**config.mk**
```make
export PLATFORM = sky130hd
export DESIGN_NAME = decode_stage
export DESIGN_NICKNAME = d
export VERILOG_FILES = /design/src/rtl/decode_stage_pkg.sv /design/src/rtl/decode_stage_operand_fwd_mux.sv /design/src/rtl/decode_stage.sv
export SDC_FILE = /design/constraint.sdc
export NUM_CORES = 1
export LEC_CHECK = 0
export CORE_AREA = 2 2 129 131
export CTS_CLUSTER_DIAMETER = 200
export CTS_CLUSTER_SIZE = 14
export DETAILED_ROUTE_END_ITERATION = 10
export DIE_AREA = 0 0 131 133
export GPL_TIMING_DRIVEN = 0
export PLACE_DENSITY = 0.81
export SETUP_SLACK_MARGIN = 0.5
export SLEW_MARGIN = 15
export SYNTH_ARGS = -nofsm -noshare
export SYNTH_HDL_FRONTEND = slang
export SYNTH_HIERARCHICAL = 1
export SYNTH_SLANG_ARGS = --single-unit
```
**constraint.sdc**
```tcl
create_clock -name clk -period 5.9 [get_ports clk]
set_input_delay 0.59 -clock clk [delete_from_list [all_inputs] [get_ports clk]]
set_output_delay 0.59 -clock clk [all_outputs]
set_load 0.01 [all_outputs]
```
**src/rtl/decode_stage_pkg.sv**
```systemverilog
// rtl/decode_stage_pkg.sv - shared opcode/funct constants and decode control types
package decode_stage_pkg;

    localparam logic RstEnable = 1'b1;

    localparam logic [5:0] OP_SPECIAL = 6'b000000;
    localparam logic [5:0] OP_ADDIU   = 6'b001001;
    localparam logic [5:0] OP_ANDI    = 6'b001100;
    localparam logic [5:0] OP_ORI     = 6'b001101;
    localparam logic [5:0] OP_XORI    = 6'b001110;
    localparam logic [5:0] OP_LUI     = 6'b001111;

    localparam logic [5:0] FUNCT_NOP  = 6'b000000;
    localparam logic [5:0] FUNCT_ADDU = 6'b100001;
    localparam logic [5:0] FUNCT_AND  = 6'b100100;
    localparam logic [5:0] FUNCT_OR   = 6'b100101;
    localparam logic [5:0] FUNCT_XOR  = 6'b100110;

    // Where the second operand comes from
    typedef enum logic [1:0] {
        OP2_REG  = 2'd0,
        OP2_ZEXT = 2'd1,
        OP2_SEXT = 2'd2,
        OP2_LUI  = 2'd3
    } op2_sel_e;

    // Which instruction field names the writeback register
    typedef enum logic [1:0] {
        DST_NONE = 2'd0,
        DST_RD   = 2'd1,
        DST_RT   = 2'd2
    } dst_sel_e;

    typedef struct packed {
        logic     use_rs;
        logic     use_rt;
        op2_sel_e op2_sel;
        dst_sel_e dst_sel;
        logic     is_special;
        logic [5:0] funct;
    } dec_ctrl_t;

endpackage

```
**src/rtl/decode_stage_operand_fwd_mux.sv**
```systemverilog
// rtl/decode_stage_operand_fwd_mux.sv - per-port operand select with EX/MEM bypass and load-use detect
module operand_fwd_mux
    import decode_stage_pkg::*;
#(
    parameter int DATA_W  = 32,
    parameter int RADDR_W = 5,
    parameter bit FWD_EN  = 1'b1
) (
    input  logic [RADDR_W-1:0] addr_i,
    input  logic               used_i,
    input  logic [DATA_W-1:0]  rf_data_i,
    input  logic               ex_wr_en_i,
    input  logic               ex_is_load_i,
    input  logic [RADDR_W-1:0] ex_wr_addr_i,
    input  logic [DATA_W-1:0]  ex_data_i,
    input  logic               mem_wr_en_i,
    input  logic [RADDR_W-1:0] mem_wr_addr_i,
    input  logic [DATA_W-1:0]  mem_data_i,
    output logic [DATA_W-1:0]  operand_o,
    output logic               hazard_o
);

    logic ex_match;
    logic mem_match;

    assign ex_match  = ex_wr_en_i  && (ex_wr_addr_i  == addr_i);
    assign mem_match = mem_wr_en_i && (mem_wr_addr_i == addr_i);

    // $0 is hardwired zero; EX beats MEM; a load in EX cannot forward and raises a hazard
    always_comb begin
        operand_o = '0;
        hazard_o  = 1'b0;
        if (used_i && (addr_i != '0)) begin
            hazard_o = ex_match && ex_is_load_i;
            if (FWD_EN && ex_match && !ex_is_load_i) begin
                operand_o = ex_data_i;
            end else if (FWD_EN && mem_match) begin
                operand_o = mem_data_i;
            end else begin
                operand_o = rf_data_i;
            end
        end
    end

endmodule

```
**src/rtl/decode_stage.sv**
```systemverilog
// rtl/decode_stage.sv - MIPS ID stage: decode, forwarding, load-use stall, ID/EX register
module decode_stage
    import decode_stage_pkg::*;
#(
    parameter int DATA_W  = 32,
    parameter int RADDR_W = 5,
    parameter bit FWD_EN  = 1'b1
) (
    input  logic               clk,
    input  logic               rst,
    input  logic               flush,
    input  logic               in_valid,
    output logic               in_ready,
    input  logic [31:0]        in_pc,
    input  logic [31:0]        in_inst,
    output logic               rf_en_1,
    output logic               rf_en_2,
    output logic [RADDR_W-1:0] rf_addr_1,
    output logic [RADDR_W-1:0] rf_addr_2,
    input  logic [DATA_W-1:0]  rf_data_1,
    input  logic [DATA_W-1:0]  rf_data_2,
    input  logic               ex_wr_en,
    input  logic               ex_is_load,
    input  logic [RADDR_W-1:0] ex_wr_addr,
    input  logic [DATA_W-1:0]  ex_wr_data,
    input  logic               mem_wr_en,
    input  logic [RADDR_W-1:0] mem_wr_addr,
    input  logic [DATA_W-1:0]  mem_wr_data,
    output logic               out_valid,
    input  logic               out_ready,
    output logic [31:0]        out_pc,
    output logic [5:0]         out_funct,
    output logic [DATA_W-1:0]  out_op1,
    output logic [DATA_W-1:0]  out_op2,
    output logic [4:0]         out_shamt,
    output logic               out_wr_en,
    output logic [RADDR_W-1:0] out_wr_addr
);

    logic [5:0]         opcode;
    logic [RADDR_W-1:0] rs;
    logic [RADDR_W-1:0] rt;
    logic [RADDR_W-1:0] rd;
    logic [15:0]        imm;
    dec_ctrl_t          ctrl;

    logic [DATA_W-1:0]  fwd_op1;
    logic [DATA_W-1:0]  fwd_op2;
    logic               hazard_1;
    logic               hazard_2;
    logic               stall;
    logic               accept;

    logic [DATA_W-1:0]  op2_d;
    logic [DATA_W+15:0] lui_wide;
    logic [4:0]         shamt_d;
    logic               wr_en_d;
    logic [RADDR_W-1:0] wr_addr_d;

    logic               out_valid_q;
    logic [31:0]        out_pc_q;
    logic [5:0]         out_funct_q;
    logic [DATA_W-1:0]  out_op1_q;
    logic [DATA_W-1:0]  out_op2_q;
    logic [4:0]         out_shamt_q;
    logic               out_wr_en_q;
    logic [RADDR_W-1:0] out_wr_addr_q;

    assign opcode = in_inst[31:26];
    assign rs     = RADDR_W'(in_inst[25:21]);
    assign rt     = RADDR_W'(in_inst[20:16]);
    assign rd     = RADDR_W'(in_inst[15:11]);
    assign imm    = in_inst[15:0];

    // Opcode table: which ports are read, how op2 is formed, where the result goes
    always_comb begin
        ctrl = '{use_rs: 1'b0, use_rt: 1'b0, op2_sel: OP2_REG, dst_sel: DST_NONE,
                 is_special: 1'b0, funct: FUNCT_NOP};
        unique case (opcode)
            OP_SPECIAL: ctrl = '{1'b1, 1'b1, OP2_REG,  DST_RD, 1'b1, in_inst[5:0]};
            OP_ORI:     ctrl = '{1'b1, 1'b0, OP2_ZEXT, DST_RT, 1'b0, FUNCT_OR};
            OP_ANDI:    ctrl = '{1'b1, 1'b0, OP2_ZEXT, DST_RT, 1'b0, FUNCT_AND};
            OP_XORI:    ctrl = '{1'b1, 1'b0, OP2_ZEXT, DST_RT, 1'b0, FUNCT_XOR};
            OP_ADDIU:   ctrl = '{1'b1, 1'b0, OP2_SEXT, DST_RT, 1'b0, FUNCT_ADDU};
            OP_LUI:     ctrl = '{1'b0, 1'b0, OP2_LUI,  DST_RT, 1'b0, FUNCT_OR};
            default:    ctrl = '{1'b0, 1'b0, OP2_REG,  DST_NONE, 1'b0, FUNCT_NOP};
        endcase
    end

    assign rf_en_1   = ctrl.use_rs;
    assign rf_en_2   = ctrl.use_rt;
    assign rf_addr_1 = ctrl.use_rs ? rs : '0;
    assign rf_addr_2 = ctrl.use_rt ? rt : '0;

    operand_fwd_mux #(
        .DATA_W  (DATA_W),
        .RADDR_W (RADDR_W),
        .FWD_EN  (FWD_EN)
    ) u_fwd_1 (
        .addr_i        (rf_addr_1),
        .used_i        (ctrl.use_rs),
        .rf_data_i     (rf_data_1),
        .ex_wr_en_i    (ex_wr_en),
        .ex_is_load_i  (ex_is_load),
        .ex_wr_addr_i  (ex_wr_addr),
        .ex_data_i     (ex_wr_data),
        .mem_wr_en_i   (mem_wr_en),
        .mem_wr_addr_i (mem_wr_addr),
        .mem_data_i    (mem_wr_data),
        .operand_o     (fwd_op1),
        .hazard_o      (hazard_1)
    );

    operand_fwd_mux #(
        .DATA_W  (DATA_W),
        .RADDR_W (RADDR_W),
        .FWD_EN  (FWD_EN)
    ) u_fwd_2 (
        .addr_i        (rf_addr_2),
        .used_i        (ctrl.use_rt),
        .rf_data_i     (rf_data_2),
        .ex_wr_en_i    (ex_wr_en),
        .ex_is_load_i  (ex_is_load),
        .ex_wr_addr_i  (ex_wr_addr),
        .ex_data_i     (ex_wr_data),
        .mem_wr_en_i   (mem_wr_en),
        .mem_wr_addr_i (mem_wr_addr),
        .mem_data_i    (mem_wr_data),
        .operand_o     (fwd_op2),
        .hazard_o      (hazard_2)
    );

    assign stall = hazard_1 | hazard_2;

    // A flush frees the output register, so the offered instruction is consumed and dropped
    assign in_ready = (rst != RstEnable) &&
                      (flush || (!stall && (!out_valid_q || out_ready)));
    assign accept   = in_valid && in_ready;

    // Second operand, shift amount and writeback target from the decoded controls
    always_comb begin
        lui_wide = '0;
        lui_wide[31:16] = imm;
        op2_d = '0;
        unique case (ctrl.op2_sel)
            OP2_REG:  op2_d = fwd_op2;
            OP2_ZEXT: op2_d = {{(DATA_W-16){1'b0}}, imm};
            OP2_SEXT: op2_d = {{(DATA_W-16){imm[15]}}, imm};
            OP2_LUI:  op2_d = lui_wide[DATA_W-1:0];
            default:  op2_d = '0;
        endcase
        shamt_d   = ctrl.is_special ? in_inst[10:6] : 5'd0;
        wr_en_d   = (ctrl.dst_sel != DST_NONE);
        wr_addr_d = (ctrl.dst_sel == DST_RD) ? rd :
                    (ctrl.dst_sel == DST_RT) ? rt : '0;
    end

    // ID/EX register: reset > flush > accept > drain; fields only change on accept
    always_ff @(posedge clk) begin
        if (rst == RstEnable) begin
            out_valid_q   <= 1'b0;
            out_pc_q      <= '0;
            out_funct_q   <= '0;
            out_op1_q     <= '0;
            out_op2_q     <= '0;
            out_shamt_q   <= '0;
            out_wr_en_q   <= 1'b0;
            out_wr_addr_q <= '0;
        end else if (flush) begin
            out_valid_q   <= 1'b0;
        end else if (accept) begin
            out_valid_q   <= 1'b1;
            out_pc_q      <= in_pc;
            out_funct_q   <= ctrl.funct;
            out_op1_q     <= fwd_op1;
            out_op2_q     <= op2_d;
            out_shamt_q   <= shamt_d;
            out_wr_en_q   <= wr_en_d;
            out_wr_addr_q <= wr_addr_d;
        end else if (out_ready) begin
            out_valid_q   <= 1'b0;
        end
    end

    assign out_valid   = out_valid_q;
    assign out_pc      = out_pc_q;
    assign out_funct   = out_funct_q;
    assign out_op1     = out_op1_q;
    assign out_op2     = out_op2_q;
    assign out_shamt   = out_shamt_q;
    assign out_wr_en   = out_wr_en_q;
    assign out_wr_addr = out_wr_addr_q;

endmodule

```
==> out/qor.txt, run 1 <==
post-synthesis cell count - 922
Setup WS pre-CTS - 0.761 ns
clock root cell - clkbuf_16
most common cell after layout, fill and taps aside - clkdlybuf4s50_1
HP Class - flip-flop to flip-flop
Max Clk Rate - 0.195 GHz
DRT Wirelength - 28.4 mm
Num CTS Buffers - 17
gpl congestion - 0.952
First-pass DRT Iterations - 6
RSZ-0062 raised after global routing - false
Req. time, crit path - 5.31 ns
initial core utilization - 0.395
Fin Clk Skew - 0.00719 ns
# DRC - 0
synth unique cells - 49
# nets final - 1484
EDFF count, synth - 0
CP arrival - 4.55 ns
Routed Antenna Nets - 0
transition time of the tightest slew-check pin - 0.770 ns
Die ar. - 17400 sq um
Avg WL per Cell - 18.8 microns
initial antenna violation count - 0
DP HPWL - 22.5 mm
CTS tree - yes
post-CTS sizing - 0
syn nets - 1132
Area Growth Syn to Fin - 66.5%
Buffers on Ports - 333
Worst-Skew Late Latency - 0.41 ns
Worst Path Class, Setup - input port to output port
most frequent cells in the layout - clkdlybuf4s50_1 (333), nand2_1 (270), dfxtp_1 (114), a21oi_1 (105), nor2_1 (94)
first-pass GRT wire length - 42.1 mm
IO Pins - 337
final worst slack - 0.761 ns
Yosys Warn Count - 6
Worst Setup End Kind - output port
Sum Neg Setup Slack - 0 ns
largest net degree at the start of global routing - 17
Die X - 131 microns
Post-synth top flop - dfxtp_1
final setup fails - 0
Slew Limit Fails - 0
Startpoint Class - input port
VDD IR max - 189 uV
Diodes inserted - 0
share of layout cells above drive strength 1 - 0.0629
Seq/Total Area, Yosys - 0.357
static leakage - 3.84 nW
post-layout min period - 5.14 ns
Cells after DPL - 1475
GRT overflow - 0
filler cell count - 1491
status - finished, final reports clean
# H-tree levels - 4
total track usage - 0.316
core area - 16200 sq um
#FFs+latches synth - 114
via count - 8221
Vias/cell - 5.46
clock sink count - 114
initial drt markers - 644
Rel. slew slack - 0.483
Finished Layout Cells - 1507
cell area after synthesis - 6390 sq um
CTS Buffer Depth - 2
Async S/R FF share, synth - 0
# rows - 47
Post-CTS Setup Bufs - 0
Final Cycle Share - 0.871
Cell Pwr Density - 212 nW/um^2
number of global-route vias before repair - 7806
Die Span Y - 133 microns
Avg Cell Area, Syn - 6.94 sq um
clock slew seen by the registers of the worst setup and hold paths - 0.05 ns
max_cap viols - 0
CTS Hold Bufs - 0
Hold Violations, Final - 0
CP max FO - 11
-- kinds of logic after synthesis --
kind of cell / synth area share
AO/OA/AOI/OAI: 0.245
AND/OR/NAND/NOR: 0.310
XOR/XNOR: 0.0178
buffers and inverters: 0.0704
flip-flops: 0.357
-- path summary, 6_finish.rpt --
check | cells past startpoint | to | from | slack, ns
setup / recovery | 13 | in_ready | in_inst[31] | 0.76
hold / removal | 2 | out_pc[11] | out_pc[11] | 0.45
setup reg to reg | 6 | out_op1[25] | out_valid | 3.79
hold reg to reg | 2 | out_pc[11] | out_pc[11] | 0.45
-- layout make-up --
class | instances | area (sq um) | area share
clock buffers | 18 | 439 | 0.0413
plain buffers | 85 | 409 | 0.0384
multi-input cells | 712 | 3660 | 0.344
clock inverters | 14 | 204 | 0.0192
repair buffers | 333 | 3330 | 0.313
well taps | 220 | 275 | 0.0259
flip-flops and latches | 114 | 2280 | 0.214
inverters | 11 | 41.3 | 0.00388
-- metrics by stage --
stage	instance area (sq um)	hold WS (ns)	util	total power, mW
global placement	10000	0.439	0.619	1.15
floorplan	6390	0.476	-	0.921
global route	10600	0.472	0.658	2.33
CTS	10600	0.453	0.658	2.27
detailed placement	10000	0.446	0.619	1.15
finish	10600	0.453	0.658	2.26
-- synth_stat cells, types with 2 or more instances --
cell type / instances / area share
nand2_1: 270 / 0.16
clkbuf_1: 48 / 0.028
nand4_2: 2 / 0.0039
a311oi_1: 65 / 0.089
nor3_1: 11 / 0.0086
or4_1: 2 / 0.0023
o21ai_1: 12 / 0.0094
a21oi_1: 105 / 0.082
xor2_1: 9 / 0.012
a222oi_1: 2 / 0.0031
nand4_1: 2 / 0.0020
buf_2: 21 / 0.016
buf_6: 2 / 0.0035
a211oi_1: 18 / 0.021
o2111a_1: 2 / 0.0035
o21ai_0: 18 / 0.014
a221oi_1: 5 / 0.0068
xnor2_1: 4 / 0.0055
and2_1: 10 / 0.0098
inv_1: 11 / 0.0065
dfxtp_1: 114 / 0.36
nand3_1: 30 / 0.023
buf_4: 13 / 0.015
or3_1: 2 / 0.0020
nand2b_1: 9 / 0.0088
and3_1: 4 / 0.0039
nand3b_1: 15 / 0.018
nor2_1: 94 / 0.055
nor4_1: 2 / 0.0020
-- registers in the layout, indices dropped and copies added, names as in the netlist --
register and flops:
out_wr_en 1, out_wr_addr 5, out_funct 6, out_valid 1, out_pc 32, out_op1 32, out_shamt 5, out_op2 32
-- per-layer routing --
metal  vias up  part of all wire  wire length (microns)  track usage
met5         -                 0                      0            0
met4         0             0.035                    979        0.130
met3        75              0.10                   2840       0.0906
met2       466              0.48                  13600        0.536
met1      3763              0.39                  10900        0.370
li1       3917                 -                      -            -
-- critical path: stages --
cell and delay [ns]:
clkdlybuf4s50_1 0.60, or3_2 0.18, nor2_1 0.05, buf_2 0.18, and2_1 0.24, or4_1 0.53
o21ai_1 0.61, clkbuf_1 0.47, nor3_1 0.09, nor2_1 0.24, a21oi_1 0.10, nor2_1 0.09
clkdlybuf4s50_1 0.57
-- power by group --
group	internal (mW)	total (mW)	switching, mW
Sequential	0.788	0.797	0.00935
Clock	0.725	1.12	0.391
Combinational	0.194	0.345	0.151
Total	1.71	2.26	0.552
Power figures use the tool's default switching activity.
==> inputs of run 2 (changes only) <==
--- a/config.mk
+++ b/config.mk
@@ -5,16 +5,17 @@
 export SDC_FILE = /design/constraint.sdc
 export NUM_CORES = 1
 export LEC_CHECK = 0
-export CORE_AREA = 2 2 129 131
+export CORE_AREA = 2 2 130 132
 export CTS_CLUSTER_DIAMETER = 200
 export CTS_CLUSTER_SIZE = 14
 export DETAILED_ROUTE_END_ITERATION = 10
-export DIE_AREA = 0 0 131 133
+export DIE_AREA = 0 0 132 134
+export DONT_BUFFER_PORTS = 1
 export GPL_TIMING_DRIVEN = 0
-export PLACE_DENSITY = 0.81
 export SETUP_SLACK_MARGIN = 0.5
 export SLEW_MARGIN = 15
 export SYNTH_ARGS = -nofsm -noshare
 export SYNTH_HDL_FRONTEND = slang
 export SYNTH_HIERARCHICAL = 1
 export SYNTH_SLANG_ARGS = --single-unit
+export TNS_END_PERCENT = 1
==> run 2 against run 1 <==
  * Combinational power decreased by 61%
  * First-iteration DRC count decreased by 15%
  * Clock skew increased by 0.0014 ns
  * Non-clock buffer count decreased by 333
  * Worst hold slack got worse by 0.17 ns
  * Routed wire length decreased by 7.3%
  * Sequential power increased by 2%
  * Final cell count decreased by 22%
  * Critical path type is now input port to flip-flop
  * Critical endpoint is now out_wr_en
==> out/qor.txt, run 2 (same netlist as run 1, synthesis figures left out) <==
IO Pins - 337 (unchanged)
DP HPWL - 20.8 mm (was 22.5 mm)
Startpoint Class - input port (unchanged)
Vias/cell - 5.75 (was 5.46)
# DRC - 0 (unchanged)
Avg WL per Cell - 22.4 microns (was 18.8 microns)
Sequential cell area - 2280 sq um (unchanged)
total track usage - 0.287 (was 0.316)
core area - 16300 sq um (was 16200 sq um)
initial drt markers - 550 (was 644)
Rel. slew slack - 0.454 (was 0.483)
clock sink count - 114 (unchanged)
multi-input logic area - 3660 sq um (unchanged)
transition time of the tightest slew-check pin - 0.819 ns (was 0.770 ns)
CTS Hold Bufs - 0 (unchanged)
slowest stage delay, CP - 0.57 ns (was 0.61 ns)
Num CTS Buffers - 17 (unchanged)
Sum Neg Setup Slack - 0 ns (unchanged)
Finished Core Util - 0.446 (was 0.658)
Cell Pwr Density - 274 nW/um^2 (was 212 nW/um^2)
post-CTS sizing - 0 (unchanged)
CP max FO - 11 (unchanged)
CTS tree - yes (unchanged)
Slew Limit Fails - 0 (unchanged)
RSZ-0062 raised after global routing - false (unchanged)
Max Clk Rate - 0.224 GHz (was 0.195 GHz)
most used cell, CP - buf_2 (was nor2_1)
initial core utilization - 0.393 (was 0.395)
Die Span Y - 134 microns (was 133 microns)
HP Class - input port to flip-flop (was flip-flop to flip-flop)
most frequent cells in the layout - nand2_1 (270), dfxtp_1 (114), a21oi_1 (105), nor2_1 (94), a311oi_1 (65) (was clkdlybuf4s50_1 (333), nand2_1 (270), dfxtp_1 (114), a21oi_1 (105), nor2_1 (94))
Die ar. - 17700 sq um (was 17400 sq um)
share of layout cells above drive strength 1 - 0.0849 (was 0.0629)
via count - 6746 (was 8221)
Power Total - 1.99 mW (was 2.26 mW)
# H-tree levels - 4 (unchanged)
DRT Wirelength - 26.3 mm (was 28.4 mm)
CTS Buffer Depth - 2 (unchanged)
Worst Setup End Kind - flip-flop (was output port)
Worst Path Class, Setup - input port to flip-flop (was input port to output port)
Post-CTS Setup Bufs - 0 (unchanged)
First-pass DRT Iterations - 5 (was 6)
post-route cell area - 7260 sq um (was 10600 sq um)
Fin Clk Skew - 0.00859 ns (was 0.00719 ns)
filler cell count - 1769 (was 1491)
Buffers on Ports - 0 (was 333)
Slowest-stage cell, CP - o21ai_1 (unchanged)
# nets final - 1151 (was 1484)
Finished Layout Cells - 1174 (was 1507)
static leakage - 2.58 nW (was 3.84 nW)
# rows - 47 (unchanged)
VDD IR max - 192 uV (was 189 uV)
Worst-Skew Late Latency - 0.41 ns (about the same)
Req. time, crit path - 6.24 ns (was 5.31 ns)
Diodes inserted - 0 (unchanged)
largest net degree at the start of global routing - 17 (unchanged)
Die X - 132 microns (was 131 microns)
GRT overflow - 0 (unchanged)
post-layout min period - 4.47 ns (was 5.14 ns)
CP arrival - 4.80 ns (was 4.55 ns)
clock root cell - clkbuf_16 (unchanged)
final setup fails - 0 (unchanged)
number of global-route vias before repair - 6498 (was 7806)
most common cell after layout, fill and taps aside - nand2_1 (was clkdlybuf4s50_1)
clock slew seen by the registers of the worst setup and hold paths - 0.06 ns (was 0.05 ns)
Cells after DPL - 1142 (was 1475)
Final Cycle Share - 0.757 (was 0.871)
crit-path cells - buf_2 -> or3_1 -> nor2_1 -> buf_2 -> and2_1 -> or4_1 -> o21ai_1 -> clkbuf_1 -> nor3_1 -> nor2_1 -> and4_1 -> clkbuf_1 -> buf_4 -> buf_2 -> nand2_1 -> a21oi_1 (was clkdlybuf4s50_1 -> or3_2 -> nor2_1 -> buf_2 -> and2_1 -> or4_1 -> o21ai_1 -> clkbuf_1 -> nor3_1 -> nor2_1 -> a21oi_1 -> nor2_1 -> clkdlybuf4s50_1)
post-place instance area - 6670 sq um (was 10000 sq um)
Routed Antenna Nets - 0 (unchanged)
status - finished, final reports clean (unchanged)
Hold Violations, Final - 0 (unchanged)
Area Growth Syn to Fin - 13.6% (was 66.5%)
gpl congestion - 0.935 (was 0.952)
initial antenna violation count - 0 (unchanged)
max_cap viols - 0 (unchanged)
first-pass GRT wire length - 38.7 mm (was 42.1 mm)
run 2: cell types whose count changed in the layout (fill, tap and decap cells not counted):
cell | before | now
bufinv_16 | 4 | 2
clkinv_2 | 1 | 2
clkinv_4 | 4 | 3
inv_6 | 2 | 7
clkbuf_8 | 1 | 0
clkdlybuf4s50_1 | 333 | 0
clkinvlp_4 | 2 | 0
run 2: per-stage QoR:
step / hold slack, ns / setup slack, ns
5_1_grt: 0.268 / 1.14
2_1_floorplan: 0.476 / 2.35
3_5_place_dp: 0.493 / 1.02
4_1_cts: 0.262 / 1.45
3_3_place_gp: 0.489 / 1.03
6_report: 0.280 / 1.43
run 2: final cells by class:
type,instances,share of cell area
inverter,11,0.00568
clock buffer,17,0.0586
multi-input combinational,712,0.504
clock inverter,15,0.0233
buffer,85,0.0563
tap,220,0.0379
sequential,114,0.314
run 2: path summary, 6_finish.rpt:
kind | from | endpoint | slack [ns] | cells after the start
max reg2reg | out_valid | out_shamt[0] | 3.73 | 6
min reg2reg | out_pc[11] | out_pc[11] | 0.50 | 2
min | flush | out_valid | 0.28 | 1
max | in_inst[29] | out_wr_en | 1.43 | 16
run 2: power by group:
part | total (mW) | internal [mW] | switching [mW]
Combinational | 0.135 | 0.0456 | 0.0890
Clock | 1.05 | 0.634 | 0.414
Sequential | 0.811 | 0.788 | 0.0229
run 2: layer usage:
layer | vias up | routed length [microns] | track usage
li1 | 3257 | - | -
met1 | 3065 | 10500 | 0.344
met2 | 380 | 12400 | 0.478
met3 | 44 | 2830 | 0.0994
met4 | 0 | 666 | 0.104
met5 | - | 0 | 0
run 2: critical path, delay by kind of cell:
family | cells | cell delay (ns)
AND/OR/NAND/NOR | 8 | 1.82
buffers and inverters | 6 | 1.67
AO/OA/AOI/OAI | 2 | 0.71
==> inputs of run 3 (changes only) <==
==> constraint.sdc (replaced) <==
create_clock -name clk -period 4 [get_ports clk]
set_input_delay 0.4 -clock clk [delete_from_list [all_inputs] [get_ports clk]]
set_output_delay 0.4 -clock clk [all_outputs]
set_load 0.01 [all_outputs]
==> run 3 against run 2 <==
  * Largest cell class unchanged
  * Critical endpoint is now out_op2[30]
  * Clock power grew 48%
  * Final cell count grew 0.43%
  * Sequential share of layout area shrank 0.93 points
  * Setup slack lost 0.94 ns
  * Total power grew 48%
  * Cell area grew 3.1%
==> out/qor.txt, run 3 (same netlist as run 1, synthesis figures left out) <==
CTS Buffer Depth - 2 (unchanged)
clock root cell - clkbuf_16 (unchanged)
Area Growth Syn to Fin - 17.1% (was 13.6%)
clock sink count - 114 (unchanged)
multi-input logic area - 3800 sq um (was 3660 sq um)
max_cap viols - 0 (unchanged)
Worst-Skew Late Latency - 0.41 ns (about the same)
Die X - 132 microns (unchanged)
Crit path depth - 14 (was 16)
Final Cycle Share - 0.877
VDD IR max - 286 uV (was 192 uV)
Hold Violations, Final - 0 (unchanged)
transition time of the tightest slew-check pin - 0.700 ns (was 0.819 ns)
reg2reg setup slack - 2.26 ns (was 3.73 ns)
Sequential cell area - 2280 sq um (unchanged)
slowest stage delay, CP - 0.48 ns (was 0.57 ns)
first-pass GRT wire length - 38.8 mm (was 38.7 mm)
initial core utilization - 0.393 (unchanged)
most frequent cells in the layout - nand2_1 (270), dfxtp_1 (114), a21oi_1 (105), nor2_1 (93), a311oi_1 (49) (was nand2_1 (270), dfxtp_1 (114), a21oi_1 (105), nor2_1 (94), a311oi_1 (65))
Die Span Y - 134 microns (unchanged)
static leakage - 2.67 nW (was 2.58 nW)
Startpoint Class - input port (unchanged)
Cell Pwr Density - 394 nW/um^2 (was 274 nW/um^2)
Worst Path Class, Setup - input port to flip-flop (unchanged)
Req. time, crit path - 4.32 ns (was 6.24 ns)
# rows - 47 (unchanged)
crit-path cells - buf_6 -> or3_2 -> nor2_1 -> clkbuf_4 -> and2_1 -> xor2_1 -> nor4_2 -> and3_1 -> buf_2 -> buf_4 -> nand2_1 -> a311oi_2 -> a22oi_1 -> a311oi_1 (was buf_2 -> or3_1 -> nor2_1 -> buf_2 -> and2_1 -> or4_1 -> o21ai_1 -> clkbuf_1 -> nor3_1 -> nor2_1 -> and4_1 -> clkbuf_1 -> buf_4 -> buf_2 -> nand2_1 -> a21oi_1)
Cells after DPL - 1142 (unchanged)
core area - 16300 sq um (unchanged)
CP arrival - 3.83 ns (was 4.80 ns)
worst path buffer plus inverter count - 4 (was 6)
Die ar. - 17700 sq um (unchanged)
initial drt markers - 535 (was 550)
# nets final - 1156 (was 1151)
most common cell after layout, fill and taps aside - nand2_1 (unchanged)
Worst Setup End Kind - flip-flop (unchanged)
Vias/cell - 5.81 (was 5.75)
largest net degree at the start of global routing - 17 (unchanged)
DP HPWL - 20.8 mm (unchanged)
Slowest-stage cell, CP - or3_2 (was o21ai_1)
share of layout cells above drive strength 1 - 0.129 (was 0.0849)
Rel. slew slack - 0.533 (was 0.454)
CP max FO - 11 (unchanged)
final setup fails - 0 (unchanged)
initial antenna violation count - 0 (unchanged)
clock slew seen by the registers of the worst setup and hold paths - 0.06 ns (about the same)
DRT Wirelength - 26.6 mm (was 26.3 mm)
Diodes inserted - 0 (unchanged)
Finished Layout Cells - 1179 (was 1174)
Max Clk Rate - 0.285 GHz
# H-tree levels - 4 (unchanged)
# DRC - 0 (unchanged)
Num CTS Buffers - 17 (unchanged)
First-pass DRT Iterations - 6 (was 5)
total track usage - 0.288 (was 0.287)
post-layout min period - 3.51 ns
status - finished, final reports clean (unchanged)
Routed Antenna Nets - 0 (unchanged)
r2r worst-path depth - 5 (was 6)
RSZ-0062 raised after global routing - true (was false)
hold path depth - 1 (unchanged)
gpl congestion - 0.935 (unchanged)
IO Pins - 337 (unchanged)
via count - 6851 (was 6746)
filler cell count - 1749 (was 1769)
Fin Clk Skew - 0.00756 ns (was 0.00859 ns)
Buffers on Ports - 0 (unchanged)
crit-path leading delay family - simple AND/OR/NAND/NOR gates (unchanged)
GRT overflow - 0 (unchanged)
CTS tree - yes (unchanged)
Finished Core Util - 0.460 (was 0.446)
HP Class - input port to flip-flop (unchanged)
number of global-route vias before repair - 6539 (was 6498)
Avg WL per Cell - 22.5 microns (was 22.4 microns)
Slew Limit Fails - 0 (unchanged)
-- run 3: cell count changes in the layout (fill, tap and decap cells not counted), sizes merged --
| cell | change |
|---|---|
| buf | +4 |
| clkbuf | +1 |
-- run 3: per-stage QoR --
step | instance area (sq um) | setup slack, ns | power (mW) | hold WS [ns] | TNS [ns]
floorplan | 6390 | 0.644 | 1.36 | 0.476 | 0
global route | 7490 | 0.364 | 3.05 | 0.0783 | 0
CTS | 7380 | 0.471 | 2.97 | 0.0720 | 0
detailed placement | 6670 | -0.688 | 1.42 | 0.493 | -59.75
finish | 7490 | 0.492 | 2.95 | 0.0884 | 0
global placement | 6670 | -0.677 | 1.42 | 0.489 | -58.61
-- run 3: cell type report --
| class | count | area share |
|---|---|---|
| Multi-Input combinational cell | 712 | 0.508 |
| Clock buffer | 17 | 0.0568 |
| Tap cell | 220 | 0.0368 |
| Timing Repair Buffer | 5 | 0.00501 |
| Inverter | 11 | 0.00551 |
| Sequential cell | 114 | 0.305 |
| Buffer | 85 | 0.0605 |
| Clock inverter | 15 | 0.0226 |
-- run 3: worst register-to-register path: stages (launching register included) --
cell      delay, ns
dfxtp_1        0.35
nand2b_1       0.19
nand4_1        0.29
clkbuf_2       0.30
a221oi_1       0.39
nor3_1         0.09
-- run 3: path summary, 6_finish.rpt --
path / start / endpoint
min reg2reg: out_pc[11] / out_pc[11]
max reg2reg: out_valid / out_wr_addr[1]
min: flush / out_valid
max: in_inst[26] / out_op2[30]
-- run 3: what timing repair did --
action                                  CTS  global route
hold buffers                              0             0
endpoints found under the setup margin  115           115
cloned                                    0             0
gates resized for setup                  27            31
setup buffers                             4             1
pin swaps                                 3             2
-- run 3: power breakdown --
group	leakage, nW	switching (mW)	internal [mW]
Sequential	0.924	0.0339	1.16
Clock	0.296	0.614	0.935
Combinational	1.45	0.136	0.0719
-- run 3: layer usage --
layer / track usage / vias up / part of all wire
met5: 0 / - / 0
met1: 0.346 / 3161 / 0.40
met3: 0.0964 / 47 / 0.10
met2: 0.482 / 373 / 0.47
li1: - / 3270 / -
met4: 0.103 / 0 / 0.027
